`src/rtl/uart_pkg.sv`:
```
// UART shared definitions: FSM encoding, frame geometry, held-byte record.
// Shared by the transmitter and the receiver side.
package uart_pkg;

    localparam int UART_DATA_BITS            = 8;
    localparam int UART_DEFAULT_CLKS_PER_BIT = 100;

    localparam logic [1:0] ST_IDLE  = 2'd0;
    localparam logic [1:0] ST_START = 2'd1;
    localparam logic [1:0] ST_DATA  = 2'd2;
    localparam logic [1:0] ST_STOP  = 2'd3;

    typedef struct packed {
        logic [UART_DATA_BITS-1:0] data;
        logic                      stop_err;
    } uart_frame_t;

endpackage

```
`src/rtl/uart_tx_if.sv`:
```
// Byte source handshake: tx_data/tx_stop_err offered with tx_valid,
// taken by the sink while tx_ready (holding register empty) is high.
interface uart_tx_if;

    logic [7:0] tx_data;
    logic       tx_stop_err;
    logic       tx_valid;
    logic       tx_ready;

    modport master (
        output tx_data,
        output tx_stop_err,
        output tx_valid,
        input  tx_ready
    );

    modport slave (
        input  tx_data,
        input  tx_stop_err,
        input  tx_valid,
        output tx_ready
    );

endinterface

```
`src/rtl/uart_baud_gen.sv`:
```
// Baud counter: counts 0..CLKS_PER_BIT-1 and wraps; o_bit_end marks the
// last cycle of a bit; i_clear restarts the count synchronously.
module uart_baud_gen #(
    parameter int CLKS_PER_BIT = 100
) (
    input  logic i_clk,
    input  logic i_rst_n,
    input  logic i_clear,
    output logic o_bit_end
);

    localparam int W = $clog2(CLKS_PER_BIT);
    localparam logic [W-1:0] LAST = W'(CLKS_PER_BIT - 1);

    logic [W-1:0] r_cnt;

    assign o_bit_end = (r_cnt == LAST);

    always_ff @(posedge i_clk or negedge i_rst_n) begin
        if (!i_rst_n) begin
            r_cnt <= '0;
        end else if (i_clear || o_bit_end) begin
            r_cnt <= '0;
        end else begin
            r_cnt <= r_cnt + W'(1);
        end
    end

endmodule

```
`src/rtl/uart_tx.sv`:
```
// 8N1 UART transmitter with a one-byte holding register for gapless frames.
// Ports: CLK, reset (async low), tx_if (slave handshake), data_out, busy, tx_done.
module uart_tx
    import uart_pkg::*;
#(
    parameter int CLKS_PER_BIT = UART_DEFAULT_CLKS_PER_BIT
) (
    input  logic     CLK,
    input  logic     reset,
    uart_tx_if.slave tx_if,
    output logic     data_out,
    output logic     busy,
    output logic     tx_done
);

    localparam logic [2:0] LAST_BIT = 3'(UART_DATA_BITS - 1);

    logic [1:0]  r_state;
    uart_frame_t r_hold;
    logic        r_hold_full;
    logic [7:0]  r_shift;
    logic        r_err;
    logic [2:0]  r_idx;
    logic        r_line;

    logic [1:0]  w_next;
    logic        w_line;
    logic        w_bit_end;
    logic        w_accept;
    logic        w_load;
    logic        w_shift;

    // Counter idles at zero, so the first START cycle is count 0;
    // every later state entry lands on a natural wrap.
    uart_baud_gen #(
        .CLKS_PER_BIT(CLKS_PER_BIT)
    ) u_baud (
        .i_clk    (CLK),
        .i_rst_n  (reset),
        .i_clear  (r_state == ST_IDLE),
        .o_bit_end(w_bit_end)
    );

    assign tx_if.tx_ready = ~r_hold_full;
    assign data_out       = r_line;
    assign busy           = (r_state != ST_IDLE);
    assign tx_done        = (r_state == ST_STOP) && w_bit_end;

    assign w_accept = tx_if.tx_valid && ~r_hold_full;
    assign w_load   = r_hold_full &&
                      ((r_state == ST_IDLE) ||
                       ((r_state == ST_STOP) && w_bit_end));
    assign w_shift  = w_bit_end &&
                      ((r_state == ST_START) || (r_state == ST_DATA));

    always_comb begin
        w_next = r_state;
        unique case (r_state)
            ST_IDLE: begin
                if (r_hold_full) w_next = ST_START;
            end
            ST_START: begin
                if (w_bit_end) w_next = ST_DATA;
            end
            ST_DATA: begin
                if (w_bit_end && (r_idx == LAST_BIT)) w_next = ST_STOP;
            end
            ST_STOP: begin
                if (w_bit_end) w_next = r_hold_full ? ST_START : ST_IDLE;
            end
            default: w_next = ST_IDLE;
        endcase
    end

    // Line value for the next cycle; in DATA it only changes at a bit
    // boundary, taking the LSB that the shifter has exposed.
    always_comb begin
        w_line = r_line;
        unique case (w_next)
            ST_IDLE:  w_line = 1'b1;
            ST_START: w_line = 1'b0;
            ST_DATA: begin
                if (w_bit_end) w_line = r_shift[0];
            end
            ST_STOP:  w_line = ~r_err;
            default:  w_line = 1'b1;
        endcase
    end

    always_ff @(posedge CLK or negedge reset) begin
        if (!reset) begin
            r_state     <= ST_IDLE;
            r_hold      <= '0;
            r_hold_full <= 1'b0;
            r_shift     <= '0;
            r_err       <= 1'b0;
            r_idx       <= '0;
            r_line      <= 1'b1;
        end else begin
            r_state <= w_next;
            r_line  <= w_line;

            if (w_accept) begin
                r_hold.data     <= tx_if.tx_data;
                r_hold.stop_err <= tx_if.tx_stop_err;
                r_hold_full     <= 1'b1;
            end else if (w_load) begin
                r_hold_full <= 1'b0;
            end

            if (w_load) begin
                r_shift <= r_hold.data;
                r_err   <= r_hold.stop_err;
            end else if (w_shift) begin
                r_shift <= r_shift >> 1;
            end

            if (r_state != ST_DATA) begin
                r_idx <= '0;
            end else if (w_bit_end) begin
                r_idx <= r_idx + 3'd1;
            end
        end
    end

endmodule

```
`src/flat_wrapper.sv`:
```
// flat-port wrapper written by rule: the top's interface ports become plain ports
module uart_tx_flat import uart_pkg::*;
#(
    parameter int CLKS_PER_BIT = UART_DEFAULT_CLKS_PER_BIT
)
  (CLK, reset, data_out, busy, tx_done, tx_if_tx_data, tx_if_tx_stop_err, tx_if_tx_valid, tx_if_tx_ready);
  uart_tx_if tx_if_i ();
  input  logic CLK;
  input  logic reset;
  output logic data_out;
  output logic busy;
  output logic tx_done;
  input wire logic [$bits(tx_if_i.tx_data)-1:0] tx_if_tx_data;
  input wire logic [$bits(tx_if_i.tx_stop_err)-1:0] tx_if_tx_stop_err;
  input wire logic [$bits(tx_if_i.tx_valid)-1:0] tx_if_tx_valid;
  output wire logic [$bits(tx_if_i.tx_ready)-1:0] tx_if_tx_ready;
  assign tx_if_i.tx_data = tx_if_tx_data;
  assign tx_if_i.tx_stop_err = tx_if_tx_stop_err;
  assign tx_if_i.tx_valid = tx_if_tx_valid;
  assign tx_if_tx_ready = tx_if_i.tx_ready;
  uart_tx #(.CLKS_PER_BIT(CLKS_PER_BIT)) u_core (.CLK(CLK), .reset(reset), .tx_if(tx_if_i), .data_out(data_out), .busy(busy), .tx_done(tx_done));
endmodule
```
`config.mk`:
```
export PLATFORM = sky130hd
export DESIGN_NAME = uart_tx_flat
export DESIGN_NICKNAME = d
export VERILOG_FILES = /design/src/rtl/uart_pkg.sv /design/src/rtl/uart_tx_if.sv /design/src/rtl/uart_baud_gen.sv /design/src/rtl/uart_tx.sv /design/src/flat_wrapper.sv
export SDC_FILE = /design/constraint.sdc
export NUM_CORES = 1
export LEC_CHECK = 0
export CAP_MARGIN = 20
export CORE_ASPECT_RATIO = 1.25
export CORE_MARGIN = 5
export CORE_UTILIZATION = 55
export DETAILED_ROUTE_END_ITERATION = 8
export GPL_ROUTABILITY_DRIVEN = 0
export HOLD_SLACK_MARGIN = 0.02
export PLACE_DENSITY = 0.81
export SLEW_MARGIN = 5
export SYNTH_ARGS = -nofsm -noshare
export SYNTH_HDL_FRONTEND = slang
export SYNTH_SLANG_ARGS = --single-unit
```
`constraint.sdc`:
```
create_clock -name CLK -period 2.6 [get_ports CLK]
set_input_delay 0.52 -clock CLK [delete_from_list [all_inputs] [get_ports CLK]]
set_output_delay 0.52 -clock CLK [all_outputs]
set_load 0.005 [all_outputs]
```
==> key figures <==
Run status
  • Status: finished, final reports clean

Critical path
  • CP endpoint kind: primary output
  • CP top delay family: buffers and inverters
  • Slowest stage delay, CP: 0.49 ns
  • CP cell instances: ha_1 -> and2_2 -> and3_2 -> clkdlybuf4s50_1
  • Crit path kind: reg -> out
  • Crit path DAT: 1.88 ns
  • Crit start category: flip-flop
  • Worst Path Max Fanout: 9
  • Required @ worst endpoint: 2.08 ns
  • Buf+Inv Stages, Crit Path: 1
  • CP max stage cell: clkdlybuf4s50_1

Placement
  • Placed wire-length estimate: 2.109 mm
  • Port Buf Inserts: 15
  • Post-Place Cells: 185

Route
  • Antenna Nets Post-Route: 0
  • DRC: 0
  • Drt wl/cell: 14.70 um
  • DRT iter0 DRCs: 20
  • Drt pass-1 iters: 4
  • Vias: 1075
  • Post-DR vias/cell: 5.570
  • Final WL: 2.837 mm

Logic synthesis
  • Cell variety after synth: 38
  • Synth Register Bits: 32
  • Sequential area share after synthesis: 0.4984
  • Async S/R FF share, synth: 1.000
  • Syn Area/Cell: 12.01 um^2
  • Mapped Cells: 134
  • Post-synth net total: 154
  • Ys Warns: 0
  • Ys flop type: dfrtp_1
  • Post-synth EDFFs: 0
  • Post-Syn Area: 1609 um^2

Cells and area
  • Share of cells above drive strength 1: 0.2611
  • Most common library cell in the layout ignoring fill and taps: dfrtp_1
  • Antenna fix cells: 0
  • Filler instances: 235
  • Area grow syn2layout: 16.56%
  • Fin cells: 193
  • Final-stage net count: 176
  • Most frequent cells in the layout: 31 x dfrtp_1, 24 x mux2_2, 15 x clkdlybuf4s50_1, 11 x nor2_1, 9 x nand2_1

Power and ir drop
  • Int Power: 1.172 mW
  • Logic pwr share: 0.358
  • Sw frac: 0.3168
  • Leak pwr: 0.8188 nW
  • Seq pwr share: 0.469
  • Clock share of power: 0.172
  • Max VDD drop: 633.3 uV
  • Sw Pwr: 543.3 uW
  • Power Dens Cells: 914.3 nW/um^2

Floorplan
  • Std cell rows: 22
  • Initial Util: 0.5567
  • I/O Pins: 16
  • Die width: 58.38 um
  • DIE AREA: 4114 um^2
  • CORE AREA: 2890 um^2
  • Die Y: 70.47 um

STA
  • Worst slew pin tran: 0.4004 ns
  • Final period util: 0.9249
  • Final Slew Violations: 0
  • Final min period: 2.405 ns
  • Setup violators final: 0
  • Worst Skew: 0.005113 ns
  • Final hold vios: 0
  • WHS: 0.4979 ns
  • Slew Limit Headroom: 0.7296
  • Fmax: 415.8 MHz
  • Unrepaired setup endpoints after global routing: no
  • Setup_tns: 0 ns

Worst hold path
  • Hold crit path type: reg -> reg

Global routing
  • Met1 GRT Util: 0.1827
  • Met2 Usage GRT: 0.2634
  • Largest net degree at the start of global routing: 33
  • GRT Overall Usage: 0.1636
  • Antenna violations before repair: 0
  • First-pass GRT wire length: 5.071 mm
  • Met3 usage: 0.05915
  • Vias in the first global route: 1172
  • GRT overflow: 0
  • Busiest grt layer: met2

Clock network
  • Clk slew on worst S/H paths: 0.09 ns
  • Num CTS Buffers: 5
  • H-tree depth: 2
  • Postcts setup bufs: 0
  • Clock sinks: 32
  • Largest buffer count on any clock path: 2
  • CTS tree: done
  • Clk root buf: clkbuf_4
  • Clock insertion delay at the later pin of the skew report: 0.33 ns

Run
  • MaxCap Viol Count: 0
## worst register-to-register path: stages (launching register included)
cell and delay [ns]:
dfrtp_1 0.47, inv_1 0.12, ha_1 0.30, nor4_1 0.43
nor2_1 0.11, mux2_2 0.29, a32oi_1 0.16
## cells in the mapped netlist, types with 2 or more instances
| library cell | count | share of area |
|---|---|---|
| dfrtp_1 | 31 | 0.48 |
| mux2_2 | 24 | 0.17 |
| nor2_1 | 11 | 0.026 |
| nand2_1 | 9 | 0.021 |
| ha_1 | 8 | 0.062 |
| inv_1 | 5 | 0.012 |
| xor2_1 | 4 | 0.022 |
| a21boi_0 | 3 | 0.014 |
| nand3_1 | 3 | 0.0093 |
| a21oi_1 | 2 | 0.0062 |
| and2_1 | 2 | 0.0078 |
| and3_2 | 2 | 0.0093 |
| clkbuf_1 | 2 | 0.0047 |
| nor2b_1 | 2 | 0.0078 |
| o21ai_0 | 2 | 0.0062 |
| xnor2_1 | 2 | 0.011 |
## final cells by class
class	count	area, um^2	share of cell area
multi-input combinational	94	778.2	0.4149
tap	36	45.04	0.02402
clock buffer	8	58.81	0.03135
sequential	32	802.0	0.4276
inverter	5	18.77	0.01001
timing repair buffer	18	172.7	0.09206
## logic make-up (layout without fill, tap and decap cells)
group           Yosys count  in the layout  share of synthesized area
compound gates           16             16                    0.07155
flops                    32             32                     0.4984
mux                      25             25                     0.1742
xor+xnor                  6              6                    0.03266
buf+inv                   8             31                    0.01866
simple gates             39             39                     0.1423
fa+ha+maj                 8              8                    0.06221
## layer usage
layer	vias to the layer above	share of wire
met2	20	0.53
met5	-	0
met3	7	0.040
met4	0	0.024
li1	520	-
met1	528	0.40
## path summary, 6_finish.rpt
check                                                  from  slack [ns]  cells past startpoint                               end
hold reg to reg            u_core.u_baud.r_cnt[0]$_DFF_PN0_        0.50                      1  u_core.u_baud.r_cnt[0]$_DFF_PN0_
setup / recovery           u_core.u_baud.r_cnt[0]$_DFF_PN0_        0.20                      4                           tx_done
max in group asynchronous                             reset        1.72                      2       u_core.data_out$_DFFE_PN1P_
hold / removal             u_core.u_baud.r_cnt[0]$_DFF_PN0_        0.50                      1  u_core.u_baud.r_cnt[0]$_DFF_PN0_
min in group asynchronous                             reset        0.57                      2       u_core.r_idx[1]$_DFFE_PN0P_
setup reg to reg                u_core.r_state[0]$_DFF_PN0_        0.66                      6       u_core.data_out$_DFFE_PN1P_
## power groups by stage
stage	sequential (mW)	clock (mW)	combinational [mW]
finish	0.805	0.295	0.615
global route	0.828	0.336	0.690
CTS	0.807	0.312	0.622
detailed placement	0.818	0	0.619
global placement	0.801	0	0.592
floorplan	0.775	0	0.465
## state kept, by name (all words and copies together) (netlist names)
name,flops
u_core.data_out,1
u_core.r_err,1
u_core.r_hold,9
u_core.r_hold_full,1
u_core.r_idx,3
u_core.r_shift,8
u_core.r_state,2
u_core.u_baud.r_cnt,7
## stage by stage
stage / power [mW] / cell area (um^2) / worst slack [ns] / utilization
after global placement: 1.393 / 1815 / 0.4837 / 0.6281
after CTS: 1.741 / 1874 / 0.05540 / 0.6485
final: 1.715 / 1876 / 0.1951 / 0.6489
after global routing: 1.854 / 1876 / 0.06358 / 0.6489
after detailed placement: 1.437 / 1815 / 0.4468 / 0.6281
after floorplan: 1.241 / 1609 / 0.7636 / -
## repair_timing
| item | 4_1_cts | 5_1_grt |
|---|---|---|
| endpoints found under the setup margin | 0 | 1 |
| hold buffers | 0 | 0 |
| gates resized for setup | 0 | 1 |
Power figures use the tool's default switching activity.
